**src/rtl/edulent_pkg.sv**
```systemverilog
// Shared EduLent types: arbiter FSM states and memory-port owner encoding.
package edulent_pkg;

    typedef enum logic [1:0] {
        IDLE  = 2'd0,
        ISSUE = 2'd1,
        WAIT  = 2'd2,
        DONE  = 2'd3
    } arb_state_t;

    typedef enum logic {
        OWN_CPU = 1'b0,
        OWN_LD  = 1'b1
    } owner_t;

endpackage

```
**src/rtl/mem_port_arbiter.sv**
```systemverilog
// Shares the single-port program/data RAM between the CPU and the loader/DMA
// port: arbitrates in IDLE, issues one RAM access, waits the read latency, acks.
module mem_port_arbiter
    import edulent_pkg::*;
#(
    parameter int ADDR_W   = 8,
    parameter int DATA_W   = 8,
    parameter int RD_LAT   = 1,
    parameter int CPU_PRIO = 1
) (
    input  logic              i_clk,
    input  logic              i_rstn,
    input  logic              i_cpu_req,
    input  logic              i_cpu_we,
    input  logic [ADDR_W-1:0] i_cpu_addr,
    input  logic [DATA_W-1:0] i_cpu_wdata,
    output logic [DATA_W-1:0] o_cpu_rdata,
    output logic              o_cpu_ack,
    output logic              o_cpu_stall,
    input  logic              i_ld_req,
    input  logic              i_ld_we,
    input  logic [ADDR_W-1:0] i_ld_addr,
    input  logic [DATA_W-1:0] i_ld_wdata,
    output logic [DATA_W-1:0] o_ld_rdata,
    output logic              o_ld_ack,
    output logic              o_mem_en,
    output logic              o_mem_we,
    output logic [ADDR_W-1:0] o_mem_addr,
    output logic [DATA_W-1:0] o_mem_wdata,
    input  logic [DATA_W-1:0] i_mem_rdata
);

    localparam int CNT_W = $clog2(RD_LAT + 1);

    arb_state_t        state_r;
    owner_t            owner_r;
    owner_t            last_owner_r;
    owner_t            winner_s;
    logic              we_r;
    logic [ADDR_W-1:0] addr_r;
    logic [DATA_W-1:0] wdata_r;
    logic [CNT_W-1:0]  cnt_r;
    logic              mem_en_r;
    logic              mem_we_r;
    logic              cpu_ack_r;
    logic              ld_ack_r;
    logic [DATA_W-1:0] cpu_rdata_r;
    logic [DATA_W-1:0] ld_rdata_r;
    logic              sel_we_s;
    logic [ADDR_W-1:0] sel_addr_s;
    logic [DATA_W-1:0] sel_wdata_s;

    // Winner selection: on a round-robin tie the port that did not go last wins.
    always_comb begin
        winner_s = OWN_CPU;
        if (i_cpu_req && i_ld_req) begin
            if (CPU_PRIO != 0) begin
                winner_s = OWN_CPU;
            end else if (last_owner_r == OWN_CPU) begin
                winner_s = OWN_LD;
            end else begin
                winner_s = OWN_CPU;
            end
        end else if (i_ld_req) begin
            winner_s = OWN_LD;
        end else begin
            winner_s = OWN_CPU;
        end
    end

    // Request fields of the selected winner, to be latched on grant.
    always_comb begin
        sel_we_s    = i_cpu_we;
        sel_addr_s  = i_cpu_addr;
        sel_wdata_s = i_cpu_wdata;
        if (winner_s == OWN_LD) begin
            sel_we_s    = i_ld_we;
            sel_addr_s  = i_ld_addr;
            sel_wdata_s = i_ld_wdata;
        end else begin
            sel_we_s    = i_cpu_we;
            sel_addr_s  = i_cpu_addr;
            sel_wdata_s = i_cpu_wdata;
        end
    end

    // Sequencer FSM; RAM strobes and acks are registered on entry to ISSUE/DONE.
    always_ff @(posedge i_clk or negedge i_rstn) begin
        if (!i_rstn) begin
            state_r      <= IDLE;
            owner_r      <= OWN_CPU;
            last_owner_r <= OWN_LD;
            we_r         <= 1'b0;
            addr_r       <= {ADDR_W{1'b0}};
            wdata_r      <= {DATA_W{1'b0}};
            cnt_r        <= {CNT_W{1'b0}};
            mem_en_r     <= 1'b0;
            mem_we_r     <= 1'b0;
            cpu_ack_r    <= 1'b0;
            ld_ack_r     <= 1'b0;
            cpu_rdata_r  <= {DATA_W{1'b0}};
            ld_rdata_r   <= {DATA_W{1'b0}};
        end else begin
            mem_en_r  <= 1'b0;
            mem_we_r  <= 1'b0;
            cpu_ack_r <= 1'b0;
            ld_ack_r  <= 1'b0;
            case (state_r)
                IDLE: begin
                    if (i_cpu_req || i_ld_req) begin
                        owner_r  <= winner_s;
                        we_r     <= sel_we_s;
                        addr_r   <= sel_addr_s;
                        wdata_r  <= sel_wdata_s;
                        mem_en_r <= 1'b1;
                        mem_we_r <= sel_we_s;
                        state_r  <= ISSUE;
                    end else begin
                        state_r <= IDLE;
                    end
                end
                ISSUE: begin
                    if (we_r) begin
                        cpu_ack_r <= (owner_r == OWN_CPU);
                        ld_ack_r  <= (owner_r == OWN_LD);
                        state_r   <= DONE;
                    end else begin
                        cnt_r   <= CNT_W'(RD_LAT - 1);
                        state_r <= WAIT;
                    end
                end
                WAIT: begin
                    if (cnt_r == {CNT_W{1'b0}}) begin
                        if (owner_r == OWN_LD) begin
                            ld_rdata_r <= i_mem_rdata;
                        end else begin
                            cpu_rdata_r <= i_mem_rdata;
                        end
                        cpu_ack_r <= (owner_r == OWN_CPU);
                        ld_ack_r  <= (owner_r == OWN_LD);
                        state_r   <= DONE;
                    end else begin
                        cnt_r <= cnt_r - CNT_W'(1);
                    end
                end
                DONE: begin
                    last_owner_r <= owner_r;
                    state_r      <= IDLE;
                end
                default: begin
                    state_r <= IDLE;
                end
            endcase
        end
    end

    assign o_mem_en    = mem_en_r;
    assign o_mem_we    = mem_we_r;
    assign o_mem_addr  = addr_r;
    assign o_mem_wdata = wdata_r;
    assign o_cpu_ack   = cpu_ack_r;
    assign o_ld_ack    = ld_ack_r;
    assign o_cpu_rdata = cpu_rdata_r;
    assign o_ld_rdata  = ld_rdata_r;
    assign o_cpu_stall = i_cpu_req & ~cpu_ack_r;

endmodule
```
**config.mk**
```make
export PLATFORM = sky130hd
export DESIGN_NAME = mem_port_arbiter
export DESIGN_NICKNAME = d
export VERILOG_FILES = /design/src/rtl/edulent_pkg.sv /design/src/rtl/mem_port_arbiter.sv
export SDC_FILE = /design/constraint.sdc
export NUM_CORES = 1
export LEC_CHECK = 0
export BUFFER_PORTS_ARGS = -buffer_cell sky130_fd_sc_hd__clkbuf_2
export CAP_MARGIN = 0
export CORE_AREA = 2 2 63 65
export DETAILED_ROUTE_END_ITERATION = 10
export DIE_AREA = 0 0 65 67
export HOLD_SLACK_MARGIN = 0.05
export MAX_ROUTING_LAYER = met4
export PLACE_DENSITY = 0.83
export SYNTH_ARGS = -nofsm -noshare
export SYNTH_HDL_FRONTEND = slang
export SYNTH_SLANG_ARGS = --single-unit
export TNS_END_PERCENT = 5
```
**constraint.sdc**
```tcl
create_clock -name i_clk -period 4.32 [get_ports i_clk]
set_input_delay 0.864 -clock i_clk [delete_from_list [all_inputs] [get_ports i_clk]]
set_output_delay 0.864 -clock i_clk [all_outputs]
set_load 0.1 [all_outputs]
```
==> results of run 1 <==
[layer usage]
metal / GRT usage / vias to the layer above / routed length [um]
met5: - / - / 0
met4: 0.0479 / 0 / 29
met3: 0.0608 / 5 / 253
met2: 0.331 / 65 / 1810
met1: 0.220 / 681 / 1600
li1: - / 703 / -
[logic make-up after synthesis]
| kind of cell | share of synthesized area |
|---|---|
| muxes | 0.111 |
| adders and majority gates | 0.0213 |
| and+or+nand+nor | 0.151 |
| DFF | 0.569 |
| AOI/OAI and AO/OA | 0.108 |
| buffers and inverters | 0.0391 |
[final cells by class]
class	instances	area, um2	area share
clock inverter	2	35.0	0.0154
timing repair buffer	82	410	0.180
clock buffer	6	72.6	0.0319
tap	48	60.1	0.0264
inverter	2	7.51	0.00330
multi-input combinational	97	689	0.303
sequential	40	1000	0.440
[final timing paths]
kind	start	to	slack (ns)	depth (start not counted)
setup / recovery	i_cpu_req	o_cpu_stall	1.73	3
hold / removal	o_ld_rdata[7]	o_ld_rdata[7]	0.51	1
setup reg to reg	state_r[1]	o_mem_addr[1]	2.05	5
hold reg to reg	o_ld_rdata[7]	o_ld_rdata[7]	0.51	1
max in group asynchronous	i_rstn	o_mem_addr[2]	3.03	1
min in group asynchronous	i_rstn	o_mem_wdata[5]	0.71	1
[worst max-delay path, cell delays in order]
cell and delay (ns):
clkbuf_2 0.24, nor2b_1 0.16, clkbuf_2 0.46
[per-stage QoR]
stage / hold slack [ns] / area, um2 / util / worst slack [ns]
3_3_place_gp: 0.485 / 2170 / 0.601 / 1.73
4_1_cts: 0.510 / 2280 / 0.631 / 1.72
2_1_floorplan: 0.455 / 1760 / - / 0.939
3_5_place_dp: 0.494 / 2170 / 0.601 / 1.73
6_report: 0.507 / 2280 / 0.631 / 1.73
5_1_grt: 0.513 / 2280 / 0.631 / 1.67
[cell usage after synthesis]
cell type	number
nor3_1	10
nand2_2	1
nor2b_1	4
mux2_2	16
o22ai_1	15
nor2_1	18
mux2_4	1
and3b_1	10
buf_4	1
dfrtp_1	40
and2_1	1
inv_1	2
clkbuf_1	3
o32ai_1	7
and3_1	1
a22oi_1	1
a21oi_1	4
ha_1	3
nand2_1	3
buf_2	4
buf_6	2
a21o_1	1
or2_1	1
[sequential cells by signal (all words and copies together) (netlist names)]
signal	flops
state_r	2
o_mem_addr	8
o_cpu_rdata	8
we_r	1
o_mem_we	1
o_cpu_ack	1
owner_r	1
o_ld_rdata	8
o_mem_wdata	8
o_mem_en	1
o_ld_ack	1
==> metrics.md, run 1 <==
| Metric | Value |
|---|---|
| Status | completed |
| Cell taking the most area after synthesis | dfrtp_1 |
| Drt drc | 0 |
| Fin crit period | 2.59 ns |
| Initial core utilization | 0.488 |
| Sequential area share after synthesis | 0.569 |
| Number of H-tree levels | 2 |
| Die area | 4360 um2 |
| Final Hold Vio Count | 0 |
| Worst Hold Class | reg -> reg |
| Area delta synth->final | 29.4% |
| Max cap viols | 0 |
| CP endpoint kind | primary output |
| CTS Buf Count | 5 |
| Root Buffer | clkbuf_8 |
| Antenna diode count | 0 |
| CTS Buffer Depth | 2 |
| Setup_tns | 0 ns |
| Worst-Skew Late Latency | 0.29 ns |
| Post-route ant nets | 0 |
| Clk sinks | 40 |
| Gp weighted congestion | 0.775 |
| Skew final | 0.00375 ns |
| Clk pin slew, worst setup/hold paths | 0.07 ns |
| #FFs+latches synth | 40 |
| Largest net degree at the start of global routing | 41 |
| WL final | 3700 um |
| FMAX | 386 MHz |
| Vias | 1454 |
| Remaining global-route overflow | 0 |
| Final Cycle Share | 0.600 |
| Wire per inst | 13.4 um |
| Worst Path Required | 3.46 ns |
| Top post-synthesis cells by area | dfrtp_1 57%, mux2_2 10%, o22ai_1 5.3%, and3b_1 5.0%, nor2_1 3.8% |
| Rel. slew slack | 0.280 |
| Post-CTS Hold Fix Bufs | 0 |
| Tot GR Track Use | 0.193 |
| Worst slew pin tran | 1.08 ns |
| Die Width | 65 um |
| RSZ-0062 raised after global routing | no |
| Final setup vio count | 0 |
| Fin nets | 277 |
| Post-cts resize count | 0 |
| Post-Layout Cell Count | 277 |
| DRT Pass-1 Iters | 4 |
| Final Max Tran Viols | 0 |
| Rows | 22 |
| Inst Count DP | 269 |
| Synth warn | 0 |
| Post-Syn Instances | 149 |
| CTS tree | built |
| I/O pin count | 83 |
| Top cell type's share of synthesized area | 0.569 |
| Vias in the first global route | 1391 |
| Die Y | 67 um |
| Commonest non-fill, non-tap cell in the layout | clkbuf_2 |
| Most frequent cells in the layout | 82 x clkbuf_2, 40 x dfrtp_1, 18 x nor2_1 |
| Setup Fix Bufs, Post-CTS | 0 |
| Post-synthesis cell type count | 23 |
| Critical Path AT | 1.73 ns |
| Layout cell share with drive strength beyond 1 | 0.467 |
| Syn_area_per_cell | 11.8 um2 |
| Initial drt markers | 97 |
| First-pass GRT wire length | 6140 um |
| # port buffers | 82 |
| Cell area after synthesis | 1760 um2 |
| Type of the worst setup path | in -> out |
| CP startpoint kind | input pin |
| Fill cell count | 304 |
| DP HPWL | 2690 um |
| Max FO, Critical Path | 13 |
| Avg Vias per Cell | 5.25 |
| Core area | 3610 um2 |
| Post-Syn Nets | 198 |
| Initial antenna violation count | 0 |
Power of run 1 is not shown: default switching activity piles up to over one toggle a cycle in this logic, so the estimate is an artifact.
==> inputs of run 2 (changes only) <==
CORE_AREA = 2 2 69 71   (was 2 2 63 65)
DIE_AREA = 0 0 71 73   (was 0 0 65 67)
PLACE_DENSITY = 0.74   (was 0.83)
clock period = 2.3 ns   (was 4.32 ns; I/O delays follow)
==> run 2 against run 1 <==
Net effect:
- global-route usage down 3.1 points
- cell area increased by 1.8%
- count of clock-buffer cells in the layout is the same
- critical path depth unchanged
- sequential share of layout area fell by 0.76 points
- routed wire length is 1.8% higher
- worst setup slack lost 1.2 ns
- highest routed layer unchanged
==> metrics.md, run 2 (synthesis results as in run 1) <==
| Metric | Value |
|---|---|
| Number of H-tree levels | 2 (unchanged) |
| DP HPWL | 2800 um (+4.2%) |
| Initial core utilization | 0.388 (-0.100) |
| Most used cell, CP | clkbuf_2 |
| Status | completed |
| Setup_tns | 0 ns (unchanged) |
| Rel. slew slack | 0.550 (+0.270) |
| Root Buffer | clkbuf_8 |
| Max cap viols | 0 (unchanged) |
| Vias in the first global route | 1416 (+1.8%) |
| Remaining global-route overflow | 0 (unchanged) |
| Die Y | 73 um (+9.0%) |
| Die area | 5180 um2 (+19%) |
| Final setup vio count | 0 (unchanged) |
| DRT Pass-1 Iters | 4 (unchanged) |
| Met3 Resource Use GR | 0.0552 (-0.00556) |
| Worst Path Required | 1.84 ns (-1.62 ns) |
| Core area | 4540 um2 (+26%) |
| Met2 Usage GRT | 0.277 (-0.0539) |
| Skew final | 0.00401 ns (+0.000258 ns) |
| Clk pin slew, worst setup/hold paths | 0.07 ns (about the same) |
| Avg Vias per Cell | 5.07 (-3.4%) |
| Setup Fix Bufs, Post-CTS | 0 (unchanged) |
| CP startpoint kind | input pin |
| Most frequent cells in the layout | 82 x clkbuf_2, 40 x dfrtp_1, 18 x nor2_1 |
| CP cell instances | clkbuf_2 -> nor2b_2 -> clkbuf_2 |
| Final Max Tran Viols | 0 (unchanged) |
| CTS Buf Count | 5 (unchanged) |
| Worst slew pin tran | 0.675 ns (-0.405 ns) |
| RSZ-0062 raised after global routing | no |
| Post-cts resize count | 0 (unchanged) |
| Fin crit period | 1.81 ns |
| Initial antenna violation count | 0 (unchanged) |
| First-pass GRT wire length | 6400 um (+4.3%) |
| GR peak layer | met2 |
| CTS tree | built |
| # port buffers | 82 (unchanged) |
| Max FO, Critical Path | 13 (unchanged) |
| Worst-Skew Late Latency | 0.28 ns (about the same) |
| Fin nets | 281 (+1.4%) |
| Antenna diode count | 0 (unchanged) |
| I/O pin count | 83 (unchanged) |
| Vias | 1456 (+0.14%) |
| Commonest non-fill, non-tap cell in the layout | clkbuf_2 |
| WL final | 3770 um (+1.8%) |
| Final Hold Slack | 0.0520 ns (-0.455 ns) |
| CTS Buffer Depth | 2 (unchanged) |
| Critical Path AT | 1.35 ns (-0.38 ns) |
| FMAX | 553 MHz |
| Type of the worst setup path | in -> out |
| Initial drt markers | 57 (-41%) |
| Die Width | 71 um (+9.2%) |
| Post-CTS Hold Fix Bufs | 0 (unchanged) |
| Post-route ant nets | 0 (unchanged) |
| Post-Layout Cell Count | 287 (+3.6%) |
| Drt drc | 0 (unchanged) |
| Worst Hold Class | in -> async |
| CP endpoint kind | primary output |
| Fin util | 0.511 (-0.121) |
| Final Cycle Share | 0.786 |
| Area delta synth->final | 31.7% |
| Tot GR Track Use | 0.162 (-0.0307) |
| Layout cell share with drive strength beyond 1 | 0.481 (+0.0134) |
| Inst Count DP | 279 (+3.7%) |
| Worst path max stage delay | 0.46 ns (about the same) |
| Wire per inst | 13.1 um (-1.7%) |
| Slowest-stage cell, CP | clkbuf_2 |
| Final Hold Vio Count | 0 (unchanged) |
| Rows | 25 (+14%) |
| Largest net degree at the start of global routing | 29 (-29%) |
| Gp weighted congestion | 0.695 (-10%) |
| Met1 Resource Use GR | 0.182 (-0.0382) |
| Clk sinks | 40 (unchanged) |
[run 2: through the flow]
step	instance area [um2]	worst slack, ns
floorplan	1760	0.152
global placement	2210	0.481
detailed placement	2210	0.496
CTS	2320	0.493
global route	2320	0.421
finish	2320	0.493
[run 2: routing by layer]
layer | up-vias | share of wire
li1 | 706 | -
met1 | 689 | 0.43
met2 | 59 | 0.49
met3 | 2 | 0.074
met4 | 0 | 0.0045
met5 | - | 0
[run 2: final timing paths]
check / start / endpoint / slack (ns) / cells after the start
worst max register to register: state_r[0] / o_mem_addr[2] / 0.72 / 5
min in group i_clk: i_cpu_wdata[6] / o_mem_wdata[6] / 0.41 / 3
max in group asynchronous: i_rstn / state_r[0] / 1.60 / 2
worst max-delay path: i_cpu_req / o_cpu_stall / 0.49 / 3
worst min register to register: o_ld_rdata[0] / o_ld_rdata[0] / 0.50 / 1
worst min-delay path: i_rstn / o_mem_wdata[3] / 0.05 / 1
[run 2: final cells by class]
class | instances | area (um2)
inverter | 2 | 7.51
clock buffer | 6 | 72.6
fill | 422 | 2220
clock inverter | 2 | 35.0
multi-input combinational | 97 | 692
tap | 54 | 67.6
timing repair buffer | 86 | 440
sequential | 40 | 1000
[run 2: critical path, delay by kind of cell]
kind / cells / cell delay (ns)
buffers and inverters: 2 / 0.70
and+or+nand+nor: 1 / 0.19
Power of run 2 is left out for the same reason.
==> inputs of run 3 (changes only) <==
ABC_AREA = 1   (was not set)
CORE_AREA = 2 2 68 70   (was 2 2 69 71)
DIE_AREA = 0 0 70 72   (was 0 0 71 73)
PLACE_DENSITY = 0.79   (was 0.74)
clock period = 1.7 ns   (was 2.3 ns; I/O delays follow)
==> run 3 against run 2 <==
Net effect:
- critical path type is now reg -> out
- core utilization rose by 8.1 points
- largest cell class unchanged
- register-to-register slack got worse by 0.44 ns
- sequential cell count unchanged
- area after synthesis is 13% higher
- count of clock-buffer cells in the layout stayed put
- highest routed layer unchanged
- global-route usage rose by 1.3 points
- critical path depth shrank 2
==> metrics.md, run 3 <==
| Metric | Value |
|---|---|
| Status | completed |
| Fraction of registers with async set/reset | 1.00 (unchanged) |
| Sequential area share after synthesis | 0.504 (-0.0652) |
| Post-Syn Instances | 231 (+55%) |
| Max FO, Critical Path | 2 (-11) |
| CTS Buffer Depth | 2 (unchanged) |
| Final Max Tran Viols | 0 (unchanged) |
| Post-Syn Nets | 280 (+41%) |
| Top post-synthesis cells by area | dfrtp_1 50%, nand2_1 12%, inv_1 8.9%, nand3_1 6.3%, nand3_2 4.5% |
| Type of the worst setup path | reg -> out |
| CP startpoint kind | flip-flop |
| CP cell instances | clkbuf_2 |
| First-pass GRT wire length | 6850 um (+7.0%) |
| Initial antenna violation count | 0 (unchanged) |
| Most frequent cells in the layout | 81 x clkbuf_2, 64 x nand2_1, 47 x inv_1 |
| Antenna diode count | 0 (unchanged) |
| Tot GR Track Use | 0.175 (+0.0132) |
| FMAX | 676 MHz |
| Worst Hold Class | in -> reg |
| Fin crit period | 1.48 ns |
| Cell area after synthesis | 1990 um2 (+13%) |
| I/O pin count | 83 (unchanged) |
| Worst slew pin tran | 0.549 ns (-0.126 ns) |
| RSZ-0062 raised after global routing | no |
| Area delta synth->final | 27.0% |
| Clk sinks | 40 (unchanged) |
| Number of H-tree levels | 2 (unchanged) |
| Slowest-stage cell, CP | clkbuf_2 |
| Final setup vio count | 0 (unchanged) |
| Fin nets | 365 (+30%) |
| Post-synthesis cell type count | 19 (-17%) |
| Rows | 24 (-4.0%) |
| Core area | 4260 um2 (-6.0%) |
| Place WS | 0.276 ns (-0.221 ns) |
| Commonest cells in the netlist | 64 x nand2_1, 47 x inv_1, 40 x dfrtp_1, 25 x nand3_1, 17 x o21ai_0 |
| Critical Path AT | 1.14 ns (-0.21 ns) |
| WL final | 4190 um (+11%) |
| Delay-heaviest family, CP | buffers and inverters |
| Wire per inst | 11.3 um (-14%) |
| Largest net degree at the start of global routing | 20 (-31%) |
| Vias in the first global route | 1655 (+17%) |
| Remaining global-route overflow | 0 (unchanged) |
| CP endpoint kind | primary output |
| #FFs+latches synth | 40 (unchanged) |
| Worst-Skew Late Latency | 0.29 ns (about the same) |
| DP HPWL | 3070 um (+9.6%) |
| Die Width | 70 um (-1.4%) |
| Layout cell share with drive strength beyond 1 | 0.372 (-0.108) |
| Worst Path Buf+Inv | 1 (-1) |
| Avg Vias per Cell | 4.72 (-6.9%) |
| Final Cycle Share | 0.871 |
| Max cap viols | 0 (unchanged) |
| Initial core utilization | 0.466 (+0.0781) |
| Initial drt markers | 82 (+44%) |
| Synth warn | 0 (unchanged) |
| # port buffers | 82 (unchanged) |
| Final worst slack | 0.220 ns (-0.273 ns) |
| Primary FF master, synth | dfrtp_1 |
| Post-cts resize count | 0 (unchanged) |
| CTS Buf Count | 5 (unchanged) |
| Setup_tns | 0 ns (unchanged) |
| DRT Pass-1 Iters | 5 (+1) |
| Post-route ant nets | 0 (unchanged) |
| Vias | 1743 (+20%) |
| Final Hold Vio Count | 0 (unchanged) |
| Syn_area_per_cell | 8.60 um2 (-27%) |
| Drt drc | 0 (unchanged) |
| Rel. slew slack | 0.635 (+0.0856) |
| Die Y | 72 um (-1.4%) |
| Gp weighted congestion | 0.849 (+22%) |
| Worst Path Required | 1.36 ns (-0.48 ns) |
| Skew final | 0.00666 ns (+0.00265 ns) |
| Fin util | 0.592 (+0.0812) |
| Cell taking the most area after synthesis | dfrtp_1 |
| Root Buffer | clkbuf_8 |
| Top cell type's share of synthesized area | 0.504 (-0.0652) |
| Number of synthesized flops with an enable pin | 0 (unchanged) |
| Clk pin slew, worst setup/hold paths | 0.08 ns (about the same) |
| CTS tree | built |
| Die area | 5040 um2 (-2.8%) |
| Worst path max stage delay | 0.47 ns (about the same) |
| Most numerous cell in the Yosys netlist | nand2_1 |
| Fill cell count | 399 (-5.5%) |
| Commonest non-fill, non-tap cell in the layout | clkbuf_2 |
[run 3: worst paths after layout]
path | from | to | slack, ns | depth (start not counted)
worst max-delay path | o_mem_wdata[3] | o_mem_wdata[3] | 0.22 | 1
worst min-delay path | i_mem_rdata[1] | o_ld_rdata[1] | 0.29 | 3
worst max register to register | state_r[0] | we_r | 0.28 | 6
worst min register to register | owner_r | o_cpu_ack | 0.47 | 1
max in group asynchronous | i_rstn | o_ld_rdata[5] | 0.61 | 3
min in group asynchronous | i_rstn | o_mem_addr[3] | 0.54 | 2
[run 3: metrics by stage]
step | cells | instance area (um2) | hold WS [ns]
global placement | 360 | 2420 | 0.310
detailed placement | 360 | 2420 | 0.313
global route | 369 | 2520 | 0.302
finish | 369 | 2520 | 0.293
CTS | 369 | 2520 | 0.285
floorplan | 231 | 2000 | 0.0444
[run 3: layer usage]
metal | wire [um] | vias up | track usage | share of wire
met1 | 1720 | 813 | 0.184 | 0.41
met4 | 74 | 0 | 0.0769 | 0.018
met2 | 2180 | 58 | 0.315 | 0.52
li1 | - | 864 | - | -
met5 | 0 | - | - | 0
met3 | 207 | 8 | 0.0417 | 0.049
[run 3: cells by family (layout without fill, tap and decap cells)]
logic type,after synthesis,in the layout,share of synthesized area
AO/OA/AOI/OAI,19,19,0.0548
buffers and inverters,56,142,0.136
AND/OR/NAND/NOR,113,113,0.287
flip-flops,40,40,0.504
adder cells (fa/ha/maj),3,3,0.0189
[run 3: layout make-up]
class                   count  area (um2)  area share
inverters                  48         183      0.0724
clock buffers               6        82.6      0.0327
clock inverters             2        10.0     0.00397
repair buffers             86         458       0.181
multi-input cells         135         723       0.287
flip-flops and latches     40        1000       0.397
well taps                  52        65.1      0.0258
[run 3: repair_timing]
| item | CTS | global route |
|---|---|---|
| endpoints found under the hold margin | 17 | 0 |
| hold buffers | 1 | 0 |
| setup buffers | 0 | 0 |
Power of run 3 is left out for the same reason.
